`config.mk`:
```
export PLATFORM = sky130hd
export DESIGN_NAME = word_framer
export DESIGN_NICKNAME = d
export VERILOG_FILES = /design/src/rtl/word_framer_pkg.sv /design/src/rtl/word_framer_char_classify.sv /design/src/rtl/word_framer.sv
export SDC_FILE = /design/constraint.sdc
export NUM_CORES = 1
export LEC_CHECK = 0
export CORE_UTILIZATION = 60
export CTS_CLUSTER_DIAMETER = 120
export CTS_CLUSTER_SIZE = 40
export DETAILED_ROUTE_END_ITERATION = 7
export PLACE_DENSITY = 0.8
export SYNTH_ARGS = -nofsm -noshare
export SYNTH_HDL_FRONTEND = slang
export SYNTH_HIERARCHICAL = 1
export SYNTH_SLANG_ARGS = --single-unit
export TNS_END_PERCENT = 50
```
`constraint.sdc`:
```
create_clock -name clk -period 12.7 [get_ports clk]
set_input_delay 1.905 -clock clk [delete_from_list [all_inputs] [get_ports clk]]
set_output_delay 1.905 -clock clk [all_outputs]
set_load 0.01 [all_outputs]
```
`src/rtl/word_framer_pkg.sv`:
```
`default_nettype none
// ============================================================================
//  Module   : word_framer_pkg
//  Purpose  : Shared character constants, case-fold offset and framer state
//             encoding for the word_framer block.
//  Revision : 1.0 - initial release
// ============================================================================
package word_framer_pkg;

    localparam logic [7:0] CH_SPACE = 8'h20;
    localparam logic [7:0] CH_TAB   = 8'h09;
    localparam logic [7:0] CH_LF    = 8'h0A;
    localparam logic [7:0] CH_CR    = 8'h0D;
    localparam logic [7:0] CH_NUL   = 8'h00;

    // Distance from an uppercase ASCII letter to its lowercase form
    localparam logic [7:0] CASE_FOLD_OFFSET = 8'h20;

    typedef enum logic [1:0] {
        COLLECT = 2'd0,
        EMIT    = 2'd1,
        SEP     = 2'd2
    } state_t;

endpackage
`default_nettype wire

```
`src/rtl/word_framer_char_classify.sv`:
```
`default_nettype none
// ============================================================================
//  Module   : word_framer_char_classify
//  Purpose  : Combinational byte classifier (char_classify): folds A-Z to
//             lowercase, flags whitespace delimiters and NUL bytes to drop.
//  Revision : 1.0 - initial release
// ============================================================================
module word_framer_char_classify
    import word_framer_pkg::*;
(
    input  logic [7:0] i_byte,
    output logic [7:0] o_folded,
    output logic       o_is_delim,
    output logic       o_is_drop
);

    // Classify and case-fold the incoming byte
    always_comb begin
        o_folded   = i_byte;
        o_is_delim = 1'b0;
        o_is_drop  = 1'b0;
        if ((i_byte >= 8'h41) && (i_byte <= 8'h5A)) begin
            o_folded = i_byte + CASE_FOLD_OFFSET;
        end
        if ((i_byte == CH_SPACE) || (i_byte == CH_TAB) ||
            (i_byte == CH_LF)    || (i_byte == CH_CR)) begin
            o_is_delim = 1'b1;
        end
        if (i_byte == CH_NUL) begin
            o_is_drop = 1'b1;
        end
    end

endmodule
`default_nettype wire

```
`src/rtl/word_framer.sv`:
```
`default_nettype none
// ============================================================================
//  Module   : word_framer
//  Purpose  : Buffers a stallable byte stream into whole lowercase words and
//             bursts each word out contiguously, followed by one space.
//             Optional committed-word counter enabled by macro
//             WORD_FRAMER_STATS_EN (word_cnt tied to zero otherwise).
//  Revision : 1.0 - initial release
// ============================================================================
module word_framer
    import word_framer_pkg::*;
#(
    parameter int         MAX_WORD  = 16,
    parameter logic [7:0] FILL_CHAR = 8'h20
)(
    input  logic        clk,
    input  logic        reset,
    input  logic [7:0]  in_data,
    input  logic        in_valid,
    output logic        in_ready,
    input  logic        flush,
    output logic [7:0]  out_char,
    output logic        out_valid,
    output logic [15:0] word_cnt
);

    // Length counters must hold MAX_WORD itself; buffer addresses only reach MAX_WORD-1
    localparam int              c_LW      = $clog2(MAX_WORD + 1);
    localparam int              c_AW      = $clog2(MAX_WORD);
    localparam logic [c_LW-1:0] c_MAX_LEN = c_LW'(MAX_WORD);
    localparam logic [c_LW-1:0] c_ONE     = c_LW'(1);

    state_t          r_state;
    logic [7:0]      r_buf [MAX_WORD];
    logic [c_LW-1:0] r_len;
    logic [c_LW-1:0] r_idx;
    logic [7:0]      r_out_char;
    logic            r_out_valid;

    logic [7:0]      w_folded;
    logic            w_is_delim;
    logic            w_is_drop;
    logic            w_xfer;
    logic            w_store;
    logic [c_LW-1:0] w_len_next;
    logic            w_commit;

    word_framer_char_classify u_classify (
        .i_byte     (in_data),
        .o_folded   (w_folded),
        .o_is_delim (w_is_delim),
        .o_is_drop  (w_is_drop)
    );

    assign in_ready   = (r_state == COLLECT);
    assign w_xfer     = in_valid && in_ready;
    // Bytes past MAX_WORD are accepted but not stored, so long words get truncated
    assign w_store    = w_xfer && !w_is_delim && !w_is_drop && (r_len < c_MAX_LEN);
    assign w_len_next = w_store ? (r_len + c_ONE) : r_len;
    // A byte arriving with flush joins the word before the commit decision
    assign w_commit   = (w_xfer && w_is_delim && (r_len != '0)) ||
                        (flush && (w_len_next != '0));

    // Collect / emit / separator sequencer with registered outputs
    always_ff @(posedge clk or posedge reset) begin
        if (reset) begin
            r_state     <= COLLECT;
            r_len       <= '0;
            r_idx       <= '0;
            r_out_char  <= FILL_CHAR;
            r_out_valid <= 1'b0;
            for (int i = 0; i < MAX_WORD; i++) begin
                r_buf[i] <= '0;
            end
        end else begin
            case (r_state)
                COLLECT: begin
                    r_out_char  <= FILL_CHAR;
                    r_out_valid <= 1'b0;
                    if (w_store) begin
                        r_buf[r_len[c_AW-1:0]] <= w_folded;
                    end
                    r_len <= w_len_next;
                    if (w_commit) begin
                        r_idx   <= '0;
                        r_state <= EMIT;
                    end
                end
                EMIT: begin
                    r_out_char  <= r_buf[r_idx[c_AW-1:0]];
                    r_out_valid <= 1'b1;
                    r_idx       <= r_idx + c_ONE;
                    if (r_idx == (r_len - c_ONE)) begin
                        r_state <= SEP;
                    end
                end
                SEP: begin
                    r_out_char  <= CH_SPACE;
                    r_out_valid <= 1'b1;
                    r_len       <= '0;
                    r_state     <= COLLECT;
                end
                default: begin
                    r_out_char  <= FILL_CHAR;
                    r_out_valid <= 1'b0;
                    r_state     <= COLLECT;
                end
            endcase
        end
    end

    assign out_char  = r_out_char;
    assign out_valid = r_out_valid;

`ifdef WORD_FRAMER_STATS_EN
    logic [15:0] r_word_cnt;

    // Count words as their separator goes out, saturating at all-ones
    always_ff @(posedge clk or posedge reset) begin
        if (reset) begin
            r_word_cnt <= '0;
        end else if ((r_state == SEP) && (r_word_cnt != 16'hFFFF)) begin
            r_word_cnt <= r_word_cnt + 16'd1;
        end
    end

    assign word_cnt = r_word_cnt;
`else
    assign word_cnt = 16'h0000;
`endif

endmodule
`default_nettype wire

```
* Yosys cells after proc, flatten, opt, wreduce, memory -nomap -nowiden *
Index checks and enable logic that the tools add are counted.

cells by class
  equal/unequal tests = 9
  mux-type cells = 18
  add/subtract/negate cells = 4
  bitwise gates (word level) = 2
  reduce and logical (&&, ||, !) cells = 25
  magnitude comparators = 6

operators with widths
  operator                                                                          count
  128-bit bitwise mux                                                               1
  8-bit 2-to-1 mux                                                                  5
  8-bit binary-select mux with 4-bit select                                         1
  8-bit demux with 4-bit select                                                     1
  8-bit by 4-bit equality test with 1-bit output, second input constant             3
  5-bit case mux with 2 select lines                                                2
  5-bit by 1-bit adder with 5-bit output, second input constant                     2
  5-bit >= comparator, second input constant                                        2
  5-bit 2-to-1 mux                                                                  2
  4-bit inverter with 5-bit output                                                  2
  5-bit nonzero test                                                                2
  1-bit logical AND                                                                 9
  8-bit by 6-bit adder with 8-bit output, second input constant                     1
  8-bit by 6-bit equality test with 1-bit output, second input constant             1
  8-bit by 7-bit >= comparator with 1-bit output, second input constant             1
  8-bit by 7-bit less-or-equal comparator with 1-bit output, second input constant  1
  8-bit zero test                                                                   1
  2-bit AND reduction                                                               3
  5-bit equality test                                                               1
  5-bit by 1-bit < comparator with 1-bit output, second input constant              1
  5-bit < comparator, second input constant                                         1
  5-bit by 1-bit subtractor with 5-bit output, second input constant                1
  1-bit logical OR                                                                  4
  2-bit 2-to-1 mux                                                                  2
  10 further kinds                                                                  14

word-level totals
  input bits = 12
  bits in registers = 149
  logic and storage cells = 85
  output and inout port bits = 26

* Longest topological paths before layout *
  depth in word-level cells = 15
  depth in mapped cells = 9
  mapped depth without buffers = 8

* Modules after synthesis *
Netlist, hierarchy kept.

by module, submodules not included
  module                     area each (sq um)  cells an instance  seq. area each (sq um)  times used
  word_framer                7144.4             482                3729.8                  1
  word_framer_char_classify  201.4              29                 0.0                     1

* Least setup slack after synthesis *
No wires, ideal clock.

  path kind = input -> register
  from = input port in_data[2]
  to = register r_idx[3]
  library setup time = 140 ps
  data arrival time = 3745 ps
  stages on the path = 8
  required time = 12560 ps
  setup slack = 8814 ps
  buffers on the path = 1
  cell sequence = or4_4 > nor3_1 > nor4bb_1 > clkbuf_1 > and4_1 > o22a_1 > a21oi_1 > o221ai_1

between the ends
  elaborated cells on any way between the ends = 23
  those cells by class = 5 x eq/ne; 3 x mux; 15 x reduce/logical

RTL lines
  item                                                       line                             source
  start, declared                                            word_framer.sv:18                input logic [7:0] in_data,
  8-bit zero test                                            word_framer_char_classify.sv:29  if (i_byte == CH_NUL) begin
  1-bit 2-to-1 mux                                           word_framer_char_classify.sv:29
  named net w_is_drop                                        word_framer.sv:42                logic w_is_drop;
  1-bit zero test                                            word_framer.sv:58                assign w_store = w_xfer && !w_is_delim && !w_is_drop && (r_len < c_MAX_LEN);
  1-bit logical AND (2 in series)                            word_framer.sv:58
  5-bit 2-to-1 mux                                           word_framer.sv:59                assign w_len_next = w_store ? (r_len + c_ONE) : r_len;
  5-bit nonzero test                                         word_framer.sv:62                (flush && (w_len_next != '0));
  1-bit logical AND                                          word_framer.sv:62
  1-bit logical OR                                           word_framer.sv:61                assign w_commit = (w_xfer && w_is_delim && (r_len != '0)) ||
  2-bit by 1-bit != test with 1-bit output (no source line)  -
  2-bit AND reduction (no source line)                       -
  end signal, assigned                                       word_framer.sv:92                r_idx <= r_idx + c_ONE;
  end, declared                                              word_framer.sv:36                logic [c_LW-1:0] r_idx;

The timed path passes the listed nets, and every way through them passes these cells.
A chain may end at the register's enable or synchronous reset.

* Final worst setup path *
  from = input port in_data[3]
  to = register r_buf[7] in the netlist's numbering

between the ends
  word-level cells in the longest chain between the ends = 10
  elaborated cells on any way between the ends = 22
  those cells by class = 1 x add/sub; 2 x order compare; 4 x eq/ne; 4 x mux; 11 x reduce/logical

RTL lines
  item                                                                                                              line                             source
  8-bit by 6-bit equality test with 1-bit output or 8-bit by 4-bit equality test with 1-bit output (tied branches)  word_framer_char_classify.sv:25  if ((i_byte == CH_SPACE) || (i_byte == CH_TAB) ||
  1-bit logical OR (2 in series)                                                                                    word_framer_char_classify.sv:25
  1-bit logical OR (*)                                                                                              word_framer_char_classify.sv:26  (i_byte == CH_LF) || (i_byte == CH_CR)) begin
  1-bit 2-to-1 mux (*)                                                                                              word_framer_char_classify.sv:25
  named net w_is_delim                                                                                              word_framer.sv:41                logic w_is_delim;
  1-bit zero test (*)                                                                                               word_framer.sv:58
  1-bit logical AND (*) (3 in series)                                                                               word_framer.sv:58
  2-bit AND reduction (no source line) (*)                                                                          -
  end signal, assigned by index                                                                                     word_framer.sv:81                r_buf[r_len[c_AW-1:0]] <= w_folded;
  end, declared                                                                                                     word_framer.sv:34                logic [7:0] r_buf [MAX_WORD];

The timed path passes the listed nets; every way through them passes the cells marked *.

==> flow_summary.toml <==
[outcome]
status = "completed"

[clock_tree]
cts_tree = "done"
cts_buffer_depth = 2
ctsHoldBuffers = 0
clock_latency_ns = 0.43
post_cts_buffers = 0
htreeDepth = 4
path_clk_slew_ns = 0.06
numCtsBuffers = 17
root_buffer = "clkbuf_16"
cts-resized-gates = 0
cts_sinks = 149

[power]
p_per_area_nw_per_um2 = 205
leakagePower_nw = 3.79
total_power_mw = 1.68
vdd_drop_max_mv = 0.177

[timing]
finalSetupTns_ns = 0
holdWs_ns = 0.501
period_minus_slack_ns = 5.43
fin_ws_ns = 7.27
fin_skew_ns = 0.0105
fmax_mhz = 184
finalCritPeriodShare_pct = 42.7
drv_slew = 0
slew-limit-headroom_pct = 32.9
hold_viol = 0
worst_pin_slew_ns = 0.993
setup_violations = 0
grt_setup_unrepaired = "no"

[setup_path]
endpoint_kind = "flop"
cp_max_fo = 23
cp.arrival_ns = 5.74
cp.required_ns = 13.01
crit_type = "primary input to flop"
start_kind = "primary input"

[synthesis]
synth_top_area_share_pct = 50.4
synth_ff_type = "dfrtp_1"
synth_commonest_cells = "dfrtp_1, mux2_2, mux4_2, buf_4, inv_1"
synth_cell_types = 52
yosysTopAreaCell = "dfrtp_1"
syn-instance-count = 511
synth_area_leaders = "dfrtp_1, mux2_2, mux4_2, buf_4, ha_1"
synthMostInstantiatedCell = "dfrtp_1"
synth_area_per_cell_um2 = 14.4
ys_seq_area_share_pct = 50.8
yosys_warnings = 6
synth_enable_flop_cells = 0
async_reset_ff_share_pct = 100
syn_area_um2 = 7350
ys_ff_latch = 149

[drt]
first_pass_iters = 5
ant_nets = 0
drt_iter0_drc = 311
vias = 4400
avgViaCountPerCell = 6.42
wl_per_cell_um = 22.9
drc_errors = 0
wirelength_um = 15700

[placement]
pre_cts_slack_ns = 6.94
place.gp.congestion = 0.797
portBuffers = 21
post_dp_cell_area_um2 = 7570
dpl.hpwl_um = 9710
placed_cells = 653

[floorplanning]
die_w_um = 113
die_area_um2 = 12700
initial_core_util_pct = 61.4
rows = 40
core_um2 = 12000
design.portCount = 38
dieHeight_um = 113

[cells_and_area]
syn_to_final_growth_pct = 11.5
layout-drive-gt1-share_pct = 41.4
nets = 548
design_area_um2 = 8190
postLayoutCoreUtil_pct = 68.5
num_antenna_cells = 0
stdcell_count = 685

[hold_path]
hold_path.class = "flop to flop"

[grt]
grt_pass1_vias = 4487
grt.total_usage_pct = 27.7
grt_pass1_wl_um = 25300
antenna_found_initial = 0
grt.overflow.total = 0
grt_max_degree = 84

[run]
maxCapViolations = 0
[final cells by class]
type	instances	area [um^2]
repair buffers	26	248
inverters	18	72.6
fillers	831	3770
flip-flops and latches	149	3730
multi-input cells	313	3330
clock inverters	13	180
clock buffers	19	443
well taps	147	184
[worst max-delay path, cell delays in order]
cell and delay (ns):
clkdlybuf4s50_1 0.81, and3b_1 0.39, o21ai_0 0.21, a21oi_1 0.22, nor4bb_1 0.89, nand4_1 0.77, mux2_2 0.53
[cell families (layout without fill, tap and decap cells)]
group / count (synthesis) / in the layout / synth area share [%]
muxes: 168 / 168 / 31.9
DFF: 149 / 149 / 50.8
and+or+nand+nor: 75 / 75 / 6.35
buffers and inverters: 64 / 76 / 4.72
AOI/OAI and AO/OA: 35 / 35 / 3.39
adders and majority gates: 11 / 11 / 1.87
xor gates and xnor gates: 8 / 8 / 0.954
other: 1 / 16 / 0.0510
[layer usage]
metal / global-route usage, % / share of wire (%)
met5: 0 / 0
met4: 12.2 / 3.0
met3: 7.24 / 5.3
met2: 43.0 / 50
met1: 37.1 / 42
[report_power, final]
group	switching, mW	leakage (nW)	internal [mW]
clock	0.197	0.299	0.333
sequential	0.0669	2.01	0.575
combinational	0.249	1.48	0.261
[placed cells by master, fill, tap and decap left out, types with 2 or more instances in the layout]
cell	instances
nor3_1	4
nand4_1	4
o22ai_1	2
a211oi_1	2
nor2b_1	5
clkbuf_16	17
or3_1	4
o21ai_0	7
clkinvlp_4	3
bufinv_16	4
a21oi_1	9
inv_6	2
nand3_2	7
and2_1	7
clkdlybuf4s50_1	21
ha_1	11
buf_4	5
mux2_2	128
mux4_2	40
xnor2_1	6
xor2_1	2
nand2_1	8
dfrtp_1	147
inv_1	16
clkinv_2	4
conb_1	16
nor2_1	9
nor4_1	2
nand3_1	14
o221ai_1	3
o211ai_1	2
[final timing paths]
check	endpoint	start	cells after the start	slack (ns)
setup / recovery	r_buf[7]	in_data[3]	7	7.27
hold / removal	r_buf[41]	r_buf[41]	1	0.50
setup reg to reg	r_buf[16]	r_state[1]	6	9.63
hold reg to reg	r_buf[41]	r_buf[41]	1	0.50
max in group asynchronous	r_buf[39]	reset	3	9.35
min in group asynchronous	r_buf[55]	reset	2	2.01
[registers in the layout (all words and copies together), names as in the netlist]
name       cells
out_char       8
r_state        2
r_len          5
r_idx          5
out_valid      1
r_buf        128
Power figures use the tool's default switching activity.
==> edit: new RTL, same settings <==
Build with the macro `WORD_FRAMER_STATS_EN` defined.
--- a/src/rtl/word_framer.sv
+++ b/src/rtl/word_framer.sv
@@ -8,4 +8,6 @@
 //  Revision : 1.0 - initial release
 // ============================================================================
+`define WORD_FRAMER_STATS_EN
+
 module word_framer
     import word_framer_pkg::*;
Check against the original RTL: not equivalent (a bounded check fails within 4 cycles, from zero or initial values and one cycle with reset high).
==> edit against the original RTL <==
- hold slack got worse by 7.0 ps
- clock power down 4.7%
- die area increased by 7.0%
- non-clock buffer count increased by 16
- power is 21% higher
- routed wire length increased by 8.4%
- sequential cell count increased by 16
- area after synthesis grew 7.2%
- setup slack better by 85 ps
- fmax grew 1.6%
- core utilization rose by 1.7 points
- sequential power is 32% higher
- cell area increased by 9.0%
- synthesized cell count grew 6.5%
- critical path type unchanged
==> edit: results <==
[routing]
firstDrtPassIters = 5
wl_per_cell_um = 22.6
drt_iter0_drc = 447
viasPerCell = 6.25

[setup_path]
critPathSlowestCell = "clkdlybuf4s50_1"
r2r_start = "r_state[1]$_DFFE_PP0P_"
r2r_slack_ps = 9700
reg2regPathDepth = 8
cp_slowest_stage_delay_ps = 820
rr_endpoint = "r_idx[3]$_DFFE_PP0P_"
cp.arrival_ps = 5650
worstPathMaxFanout = 23

[timing]
tightest_slew_ps = 958
skew_ps = 4.85
whs_ps = 494
finalSetupViolCount = 0

[finish]
final_nets = 592
drive_gt1_share_pct = 38.4
fill_cells = 873
top_register = "r_buf"
largest_reg_flops = 128
diodes = 0

[power]
irDropWorstVdd_mv = 0.108
static-leakage-power_uw = 0.00405

[synthesis]
syn-num-nets = 568
synth_commonest_cells = "dfrtp_1, mux2_2, mux4_2"
synthArstFlopShare_pct = 100
synthTopCellsByArea = "dfrtp_1, mux2_2, mux4_2"
yosys_most_used_dff = "dfrtp_1"
yosysWarnings = 6
synth_seq_area_share_pct = 52.5

[clocking]
hold_buffers = 0
cts_buffers = 17
clkTransAtPathRegs_ps = 60
cts_setup_buffers = 0
h-tree-depth = 4
cts-root-buf = "clkbuf_16"
clk_path_buf_depth = 2
clock_latency_ps = 430
ctsResizeCount = 0

[global_route]
grt_use_total_pct = 27.9
grt_pass1_wl_um = 26900
grt_max_degree = 111
first_global_vias = 4895

[place]
io_buffers = 37
place_hpwl_um = 10500
place_congestion = 0.840
pre_cts_slack_ps = 6980

[hold_path]
hp-start = "word_cnt[15]$_DFFE_PP0P_"
hold_end = "word_cnt[15]$_DFFE_PP0P_"
hold_depth = 1

[run]
cap_violations = 0

[run_status]
status = "finished clean"
## edit: cell types whose count changed in the layout (fill, tap and decap cells not counted), moves of 5 or more
cell,before,now
xor2_1,2,7
clkbuf_8,1,7
nand3_2,7,0
nand3_1,14,24
clkdlybuf4s50_1,21,37
xnor2_1,6,15
inv_1,16,11
dfrtp_1,147,163
conb_1,16,0
and3_1,0,6
## edit: logic make-up after synthesis
group	after synthesis	share of synthesized area [%]
flip-flops	165	52.5
adder cells (fa/ha/maj)	12	1.91
XOR/XNOR	22	2.45
multiplexers	172	30.4
buffers and inverters	49	2.70
AO/OA/AOI/OAI	31	3.10
AND/OR/NAND/NOR	93	7.01
## edit: per-layer routing
| metal | GRT usage [%] | vias up | share of wire, % |
|---|---|---|---|
| met1 | 35.1 | 2467 | 40 |
| met3 | 5.97 | 34 | 6.4 |
| met2 | 47.1 | 146 | 51 |
| li1 | - | 2062 | - |
| met5 | 0 | - | 0 |
| met4 | 11.6 | 0 | 2.3 |
## edit: stage by stage
step	instances	util, %	cell area, sq um
5_1_grt	753	70.2	8930
3_3_place_gp	721	65.6	8340
4_1_cts	753	70.2	8930
2_1_floorplan	544	-	7870
3_5_place_dp	721	65.6	8340
6_report	753	70.2	8930
## edit: critical path, delay by kind of cell
family                 cells  cell delay (ps)
buffers and inverters      1              820
and+or+nand+nor            5             1730
AOI/OAI and AO/OA          4             1200
## edit: report_power, final
| part | switching, uW | internal, uW |
|---|---|---|
| Sequential | 130 | 716 |
| Clock | 200 | 306 |
| Combinational | 291 | 396 |
| Total | 620 | 1420 |
## edit: worst max-delay path by stage
stage                          start               endpoint  slack [ps]  cells past startpoint
after detailed placement  in_data[3]   r_idx[3]$_DFFE_PP0P_        6980                     10
final                     in_data[3]   r_idx[3]$_DFFE_PP0P_        7360                     10
after CTS                 in_data[3]   r_idx[3]$_DFFE_PP0P_        7400                     10
after floorplan                reset  out_char[0]$_DFF_PP0_        6330                      1
after global placement    in_data[3]   r_idx[3]$_DFFE_PP0P_        7110                     10
after global routing      in_data[3]   r_idx[3]$_DFFE_PP0P_        7150                     10
## edit: final cells by class
class	count	area [sq um]	share of cell area (%)
Tap cell	172	215	2.41
Timing Repair Buffer	42	408	4.57
Clock buffer	25	526	5.88
Multi-Input combinational cell	330	3540	39.6
Clock inverter	7	66.3	0.742
Inverter	12	50.0	0.560
Sequential cell	165	4130	46.3
